## src/rtl/tpu_pkg.sv

```systemverilog
// tpu_pkg: shared types and helpers for the tpu_core systolic engine.
//   state_t  - controller states (IDLE -> LOAD -> COMPUTE -> OUTPUT -> IDLE)
//   FN_W     - width used by the reduction helpers (accumulators are
//              sign-extended to FN_W before ReLU / saturation, so ACC_W <= 32)
//   addr_w() - operand-memory address width for an N x N engine
//   relu()   - clamp negative values to zero
//   sat8()   - saturate a signed value to the signed 8-bit range
// Optional feature macro used by tpu_core: TPU_WIDE_OUT_EN.
package tpu_pkg;

    typedef enum logic [1:0] {
        ST_IDLE    = 2'd0,
        ST_LOAD    = 2'd1,
        ST_COMPUTE = 2'd2,
        ST_OUTPUT  = 2'd3
    } state_t;

    localparam int FN_W = 32;

    // W occupies addresses 0..N*N-1, X occupies N*N..2*N*N-1.
    function automatic int addr_w(input int n);
        return $clog2(2 * n * n);
    endfunction

    function automatic logic signed [FN_W-1:0] relu(input logic signed [FN_W-1:0] v);
        return (v < 0) ? '0 : v;
    endfunction

    function automatic logic [7:0] sat8(input logic signed [FN_W-1:0] v);
        if (v > 127)
            return 8'h7f;
        else if (v < -128)
            return 8'h80;
        else
            return v[7:0];
    endfunction

endpackage

```

## src/rtl/tpu_pe.sv

```systemverilog
// tpu_pe: one multiply-accumulate cell of the output-stationary array.
//   clk, rst_n   - clock, synchronous active-low reset
//   en           - perform the MAC and advance the pass-through registers
//   clr          - synchronous clear of accumulator and pass-through registers
//   x_in / x_out - X operand from the left, registered copy to the right
//   w_in / w_out - W operand from the top, registered copy downwards
//   acc          - running signed accumulator (wraps modulo 2^ACC_W)
module tpu_pe #(
    parameter int DATA_W = 8,
    parameter int ACC_W  = 16
) (
    input  logic                     clk,
    input  logic                     rst_n,
    input  logic                     en,
    input  logic                     clr,
    input  logic signed [DATA_W-1:0] x_in,
    input  logic signed [DATA_W-1:0] w_in,
    output logic signed [DATA_W-1:0] x_out,
    output logic signed [DATA_W-1:0] w_out,
    output logic signed [ACC_W-1:0]  acc
);

    logic signed [2*DATA_W-1:0] prod;

    assign prod = x_in * w_in;

    always_ff @(posedge clk) begin
        if (!rst_n || clr) begin
            x_out <= '0;
            w_out <= '0;
            acc   <= '0;
        end else if (en) begin
            x_out <= x_in;
            w_out <= w_in;
            // Signed cast sign-extends the full-width product.
            acc   <= acc + ACC_W'(prod);
        end
    end

endmodule

```

## src/rtl/tpu_core.sv

```systemverilog
// tpu_core: N x N output-stationary systolic matrix-multiply engine.
// Computes C = X*W (or X*W^T), optional ReLU, and streams C row-major.
//   clk, rst_n            - clock, synchronous active-low reset
//   load_en, in_data      - byte load: W row-major then X row-major
//   transpose, activation - W^T select / ReLU enable, latched at COMPUTE entry
//   out_data, out_valid   - result byte stream
//   out_ready             - consumer backpressure
//   done                  - one-cycle pulse after the final transfer
//   busy                  - high in COMPUTE and OUTPUT
//   dbg_state             - current controller state
// Handshake: a transfer happens on a rising edge where out_valid & out_ready;
// while out_valid is high and out_ready low, out_valid and out_data hold.
// Macro TPU_WIDE_OUT_EN: send each ReLU'd ACC_W result as ACC_W/8 bytes,
// LSB first, instead of one saturated byte.
module tpu_core
    import tpu_pkg::*;
#(
    parameter int N      = 2,
    parameter int DATA_W = 8,
    parameter int ACC_W  = 16
) (
    input  logic              clk,
    input  logic              rst_n,
    input  logic              load_en,
    input  logic [DATA_W-1:0] in_data,
    input  logic              transpose,
    input  logic              activation,
    output logic [7:0]        out_data,
    output logic              out_valid,
    input  logic              out_ready,
    output logic              done,
    output logic              busy,
    output state_t            dbg_state
);

    localparam int AW     = addr_w(N);
    localparam int NN     = N * N;
    localparam int MEM_D  = 2 * NN;
    localparam int STEP_W = 5;
    localparam int EW     = $clog2(NN);
`ifdef TPU_WIDE_OUT_EN
    localparam int BPE    = ACC_W / 8;
    localparam int BW     = (BPE > 1) ? $clog2(BPE) : 1;
`endif

    state_t                   state, state_next;
    logic [AW-1:0]            addr;
    logic [DATA_W-1:0]        mem [MEM_D];
    logic                     trans_q, act_q;
    logic [STEP_W-1:0]        step;
    logic [EW-1:0]            elem;
`ifdef TPU_WIDE_OUT_EN
    logic [BW-1:0]            byte_idx;
`endif
    logic                     load_fire, load_last, accept, last_xfer;
    logic signed [DATA_W-1:0] x_feed [N];
    logic signed [DATA_W-1:0] w_feed [N];
    logic signed [DATA_W-1:0] x_pass [N][N];
    logic signed [DATA_W-1:0] w_pass [N][N];
    logic signed [ACC_W-1:0]  acc_arr [NN];
    logic signed [ACC_W-1:0]  acc_sel;
    logic signed [FN_W-1:0]   res;

    assign dbg_state = state;

    // Next-state and handshake decode.
    always_comb begin
        state_next = state;
        load_fire  = 1'b0;
        load_last  = 1'b0;
        out_valid  = (state == ST_OUTPUT);
        busy       = (state == ST_COMPUTE) || (state == ST_OUTPUT);
        accept     = out_valid && out_ready;
`ifdef TPU_WIDE_OUT_EN
        last_xfer  = (elem == EW'(NN - 1)) && (byte_idx == BW'(BPE - 1));
`else
        last_xfer  = (elem == EW'(NN - 1));
`endif
        case (state)
            ST_IDLE, ST_LOAD: begin
                if (load_en) begin
                    load_fire = 1'b1;
                    if (addr == AW'(MEM_D - 1)) begin
                        load_last  = 1'b1;
                        state_next = ST_COMPUTE;
                    end else begin
                        state_next = ST_LOAD;
                    end
                end
            end
            ST_COMPUTE: begin
                // Last MAC (PE(N-1,N-1), step 3N-3) lands on this edge.
                if (step == STEP_W'(3 * N - 3))
                    state_next = ST_OUTPUT;
            end
            ST_OUTPUT: begin
                if (accept && last_xfer)
                    state_next = ST_IDLE;
            end
            default: state_next = ST_IDLE;
        endcase
    end

    always_ff @(posedge clk) begin
        if (!rst_n) begin
            state    <= ST_IDLE;
            addr     <= '0;
            trans_q  <= 1'b0;
            act_q    <= 1'b0;
            step     <= '0;
            elem     <= '0;
`ifdef TPU_WIDE_OUT_EN
            byte_idx <= '0;
`endif
            done     <= 1'b0;
            for (int k = 0; k < MEM_D; k++)
                mem[AW'(k)] <= '0;
        end else begin
            state <= state_next;
            done  <= (state == ST_OUTPUT) && accept && last_xfer;
            if (load_fire) begin
                mem[addr] <= in_data;
                addr      <= load_last ? '0 : addr + 1'b1;
            end
            if (load_last) begin
                trans_q  <= transpose;
                act_q    <= activation;
                step     <= '0;
                elem     <= '0;
`ifdef TPU_WIDE_OUT_EN
                byte_idx <= '0;
`endif
            end
            if (state == ST_COMPUTE)
                step <= step + 1'b1;
            if (accept) begin
`ifdef TPU_WIDE_OUT_EN
                if (byte_idx == BW'(BPE - 1)) begin
                    byte_idx <= '0;
                    elem     <= elem + 1'b1;
                end else begin
                    byte_idx <= byte_idx + 1'b1;
                end
`else
                elem <= elem + 1'b1;
`endif
            end
        end
    end

    // Skewed edge feed: row i of X and column j of W enter delayed by i / j
    // steps; the PE pass-through registers provide the remaining skew.
    always_comb begin
        for (int i = 0; i < N; i++) begin
            int k;
            k         = int'(step) - i;
            x_feed[i] = '0;
            w_feed[i] = '0;
            if (state == ST_COMPUTE && k >= 0 && k < N) begin
                x_feed[i] = mem[AW'(NN + i * N + k)];
                w_feed[i] = trans_q ? mem[AW'(i * N + k)] : mem[AW'(k * N + i)];
            end
        end
    end

    for (genvar gi = 0; gi < N; gi++) begin : g_row
        for (genvar gj = 0; gj < N; gj++) begin : g_col
            logic signed [DATA_W-1:0] x_in_c, w_in_c;
            if (gj == 0) begin : g_xl
                assign x_in_c = x_feed[gi];
            end else begin : g_xi
                assign x_in_c = x_pass[gi][gj-1];
            end
            if (gi == 0) begin : g_wt
                assign w_in_c = w_feed[gj];
            end else begin : g_wi
                assign w_in_c = w_pass[gi-1][gj];
            end
            tpu_pe #(.DATA_W(DATA_W), .ACC_W(ACC_W)) u_pe (
                .clk   (clk),
                .rst_n (rst_n),
                .en    (state == ST_COMPUTE),
                .clr   (load_last),
                .x_in  (x_in_c),
                .w_in  (w_in_c),
                .x_out (x_pass[gi][gj]),
                .w_out (w_pass[gi][gj]),
                .acc   (acc_arr[gi*N+gj])
            );
        end
    end

    // Output reduction: ReLU first, then saturate (or byte-slice when wide).
    always_comb begin
        acc_sel  = acc_arr[elem];
        res      = act_q ? relu(FN_W'(acc_sel)) : FN_W'(acc_sel);
        out_data = '0;
        if (state == ST_OUTPUT) begin
`ifdef TPU_WIDE_OUT_EN
            out_data = res[byte_idx*8 +: 8];
`else
            out_data = sat8(res);
`endif
        end
    end

endmodule

```

## config.mk

```make
export PLATFORM = sky130hd
export DESIGN_NAME = tpu_core
export DESIGN_NICKNAME = d
export VERILOG_FILES = /design/src/rtl/tpu_pkg.sv /design/src/rtl/tpu_pe.sv /design/src/rtl/tpu_core.sv
export SDC_FILE = /design/constraint.sdc
export NUM_CORES = 1
export LEC_CHECK = 0
export ABC_AREA = 1
export CORE_UTILIZATION = 35
export DETAILED_ROUTE_END_ITERATION = 8
export PLACE_DENSITY = 0.47
export SETUP_SLACK_MARGIN = 0.15
export SLEW_MARGIN = 10
export SYNTH_ARGS = -nofsm -noshare
export SYNTH_HDL_FRONTEND = slang
export SYNTH_SLANG_ARGS = --single-unit
```

## constraint.sdc

```tcl
create_clock -name clk -period 7.6 [get_ports clk]
set_input_delay 1.52 -clock clk [delete_from_list [all_inputs] [get_ports clk]]
set_output_delay 1.52 -clock clk [all_outputs]
set_load 0.02 [all_outputs]
```

==> qor.txt <==
Register bit count reported by yosys = 178
Site Rows = 90
Unrepaired setup endpoints after global routing = no
Reg2reg start = step[1]
Final Hold Fails = 0
Max H-tree Level = 4
Die area = 62600 um2
TritonCTS clock tree = yes
Share of layout cells above drive strength 1 = 4.32%
Synth area leader = fa_1
Area after DPL = 22700 um2
Average wire per standard cell = 18.3 um
Hold-fix buffers, CTS = 0
CP Capture Type = register
Post_cts resized = 0
Die Span Y = 250 um
CP Launch Type = register
Filler instances = 6407
Final Routed Wirelength = 66.5 mm
Worst-path fanout max = 13
Maximum clock frequency = 0.145 GHz
Worst EP required = 8010 ps
Clk Tree Root Cell = clkbuf_16
Ratio of final minimum period to clock period = 90.4%
Final WS setup = 727 ps
Post-detail-place hpwl = 54.3 mm
Post-Syn Area = 21600 um2
Longest Clk Path Bufs = 2
Largest net degree at the start of global routing = 64
Hold depth = 2
Mapped Cells = 2856
Die W = 250 um
# diodes = 0
Antenna violations before repair = 1
# clock sinks = 178
Leak = 0.0120 uW
First-pass GRT wire length = 106 mm
Worst R2R Setup Slack = 730 ps
Net count after synthesis = 3307
Area contributors post-synth = fa_1 (26%), dfxtp_1 (11%), nand2_1 (10%)
Design area = 23300 um2
Starting Density = 35.6%
Fin nets = 3286
Seq/Total Area, Yosys = 19.5%
Ports = 27
Postcts setup bufs = 0
Total GRT Usage = 22.2%
Setup TNS = 0 ps
Final min period = 6870 ps
Via density = 4.99
Ys async rst share = 0%
R2R depth = 27
Status = completed
IO Port Bufs = 26
Least-Margin Pin Slew = 1010 ps
Final ANT Viol Nets = 0
Hold WC Path Type = reg -> reg
Most frequent cells in the layout = nand2_1 (602), inv_1 (583), nor2_1 (315)
Hold endpoint = g_row[0].g_col[0].u_pe.w_out[2]
Max-cap violations = 0
HP Start = g_row[0].g_col[0].u_pe.w_out[2]
Worst Path Arrival = 7280 ps
Synth cell types = 46
Commonest non-fill, non-tap cell in the layout = nand2_1
Routed vias = 18100
Gpl congestion = 0.906
Clock skew = 32.3 ps
Inserted Clock Buffers = 17
Pre-antenna DRT Iters = 5
Ys flop type = dfxtp_1
Top cell type's share of synthesized area = 26.5%
Final std cells w/o fill = 3630
Clk pin slew, worst setup/hold paths = 90 ps
Post-Place Worst Slack = 578 ps
Syn. warnings = 0
Core ar. = 60600 um2
Vias in the first global route = 18400
Slew Limit Fails = 0
R2R Path End = g_row[0].g_col[1].u_pe.acc[15]
Placed cells = 3598
Remaining Overflow, GRT = 0
Max_slew headroom = 32.1%
Post-synth EDFFs = 64
Setup violators final = 0
Pwr Density = 118 nW/um2
DRC errors left = 0
Mean post-synth cell area = 7.55 um2
Peak VDD IR = 0.000184 V
Area growth from synthesis to layout = 7.91%
Critical path class = reg -> reg
Clk Latency, worst-skew pair = 510 ps
Iter 0 DRT Violations = 1338
Yosys cell counts, types with 4 or more instances:
cell type	n
o21bai_1	5
clkbuf_1	68
xnor2_1	13
or2_2	18
nand3b_1	6
a21oi_1	150
fa_1	285
o311ai_0	12
dfxtp_1	114
nand4_1	14
o21ai_0	140
nand3_2	6
a31oi_1	4
o21ai_1	7
buf_2	15
xor2_1	14
edfxtp_1	64
inv_2	12
nand3_1	134
o211ai_1	58
clkinv_1	5
inv_1	583
ha_1	152
buf_1	12
nor3_1	8
nor2_1	317
nand2_1	602
nor2_2	9
worst max-delay path by stage:
stage	startpoint	endpoint	slack, ps	cells past startpoint
detailed placement	step[1]	g_row[1].g_col[0].u_pe.acc[14]	580	26
floorplan	step[0]	g_row[1].g_col[0].u_pe.acc[14]	1160	29
finish	step[1]	g_row[0].g_col[1].u_pe.acc[15]	730	27
CTS	step[1]	g_row[1].g_col[0].u_pe.acc[14]	570	26
global route	step[1]	g_row[1].g_col[0].u_pe.acc[14]	260	26
global placement	step[1]	g_row[1].g_col[0].u_pe.acc[14]	670	26
registers in the layout (all words and copies together), names as in the netlist, named ones only:
signal and count:
g_row.g_col.u_pe.w_out 16, addr 3, g_row.g_col.u_pe.x_out 16, done 1, step 5, elem 2, trans_q 1, act_q 1
dbg_state 2, g_row.g_col.u_pe.acc 64, mem 64
routing by layer:
layer | GRT usage, % | routed length, um | up-vias
met5 | 0 | 0 | -
met4 | 6.29 | 1410 | 0
met3 | 2.83 | 3220 | 74
met2 | 36.2 | 30300 | 424
met1 | 30.9 | 31600 | 8862
li1 | - | - | 8771
power breakdown:
part           leakage (uW)  switching, uW  internal (uW)
Combinational        0.0101            458            217
Clock              0.000292            501            474
Sequential          0.00159           64.9           1030
Total                0.0120           1020           1720
critical path: stages, from the launching register on:
cell and delay, ps:
dfxtp_1 440, clkinv_1 340, ha_1 420, inv_1 110
buf_4 210, o311ai_0 730, nand3_2 380, nor2_1 400
fa_1 340, inv_1 140, fa_1 550, inv_1 60
fa_1 520, inv_1 50, fa_1 530, inv_1 40
ha_1 280, ha_1 350, inv_1 110, o21ai_0 140
a21oi_1 160, nand2_1 60, nor2_1 130, inv_1 50
nand2_1 60, nand3_1 60, nand2_1 90, inv_1 30
layout make-up:
type                       count  area [um2]  area share (%)
clock buffer                  17         425            1.83
clock inverter                15         180           0.774
inverter                     602        2270            9.75
multi-input combinational   1978       14700            63.2
sequential                   178        4200            18.1
tap                          782         978            4.20
timing repair buffer          58         500            2.15
stage by stage:
step           hold WS, ps  utilization (%)  total power (uW)
2_1_floorplan          445                -              1570
3_3_place_gp           459             37.4              1790
3_5_place_dp           464             37.4              1790
4_1_cts                474             38.4              2780
5_1_grt                495             38.4              2900
6_report               472             38.4              2740
logic make-up after synthesis:
logic type	after synthesis	synth area share, %
and+or+nand+nor	1123	21.4
xor gates and xnor gates	30	1.32
muxes	1	0.0464
DFF	178	19.5
AOI/OAI and AO/OA	387	10.1
adders and majority gates	437	35.3
buffers and inverters	700	12.4
Note: power is estimated with default switching activity, not from simulation.
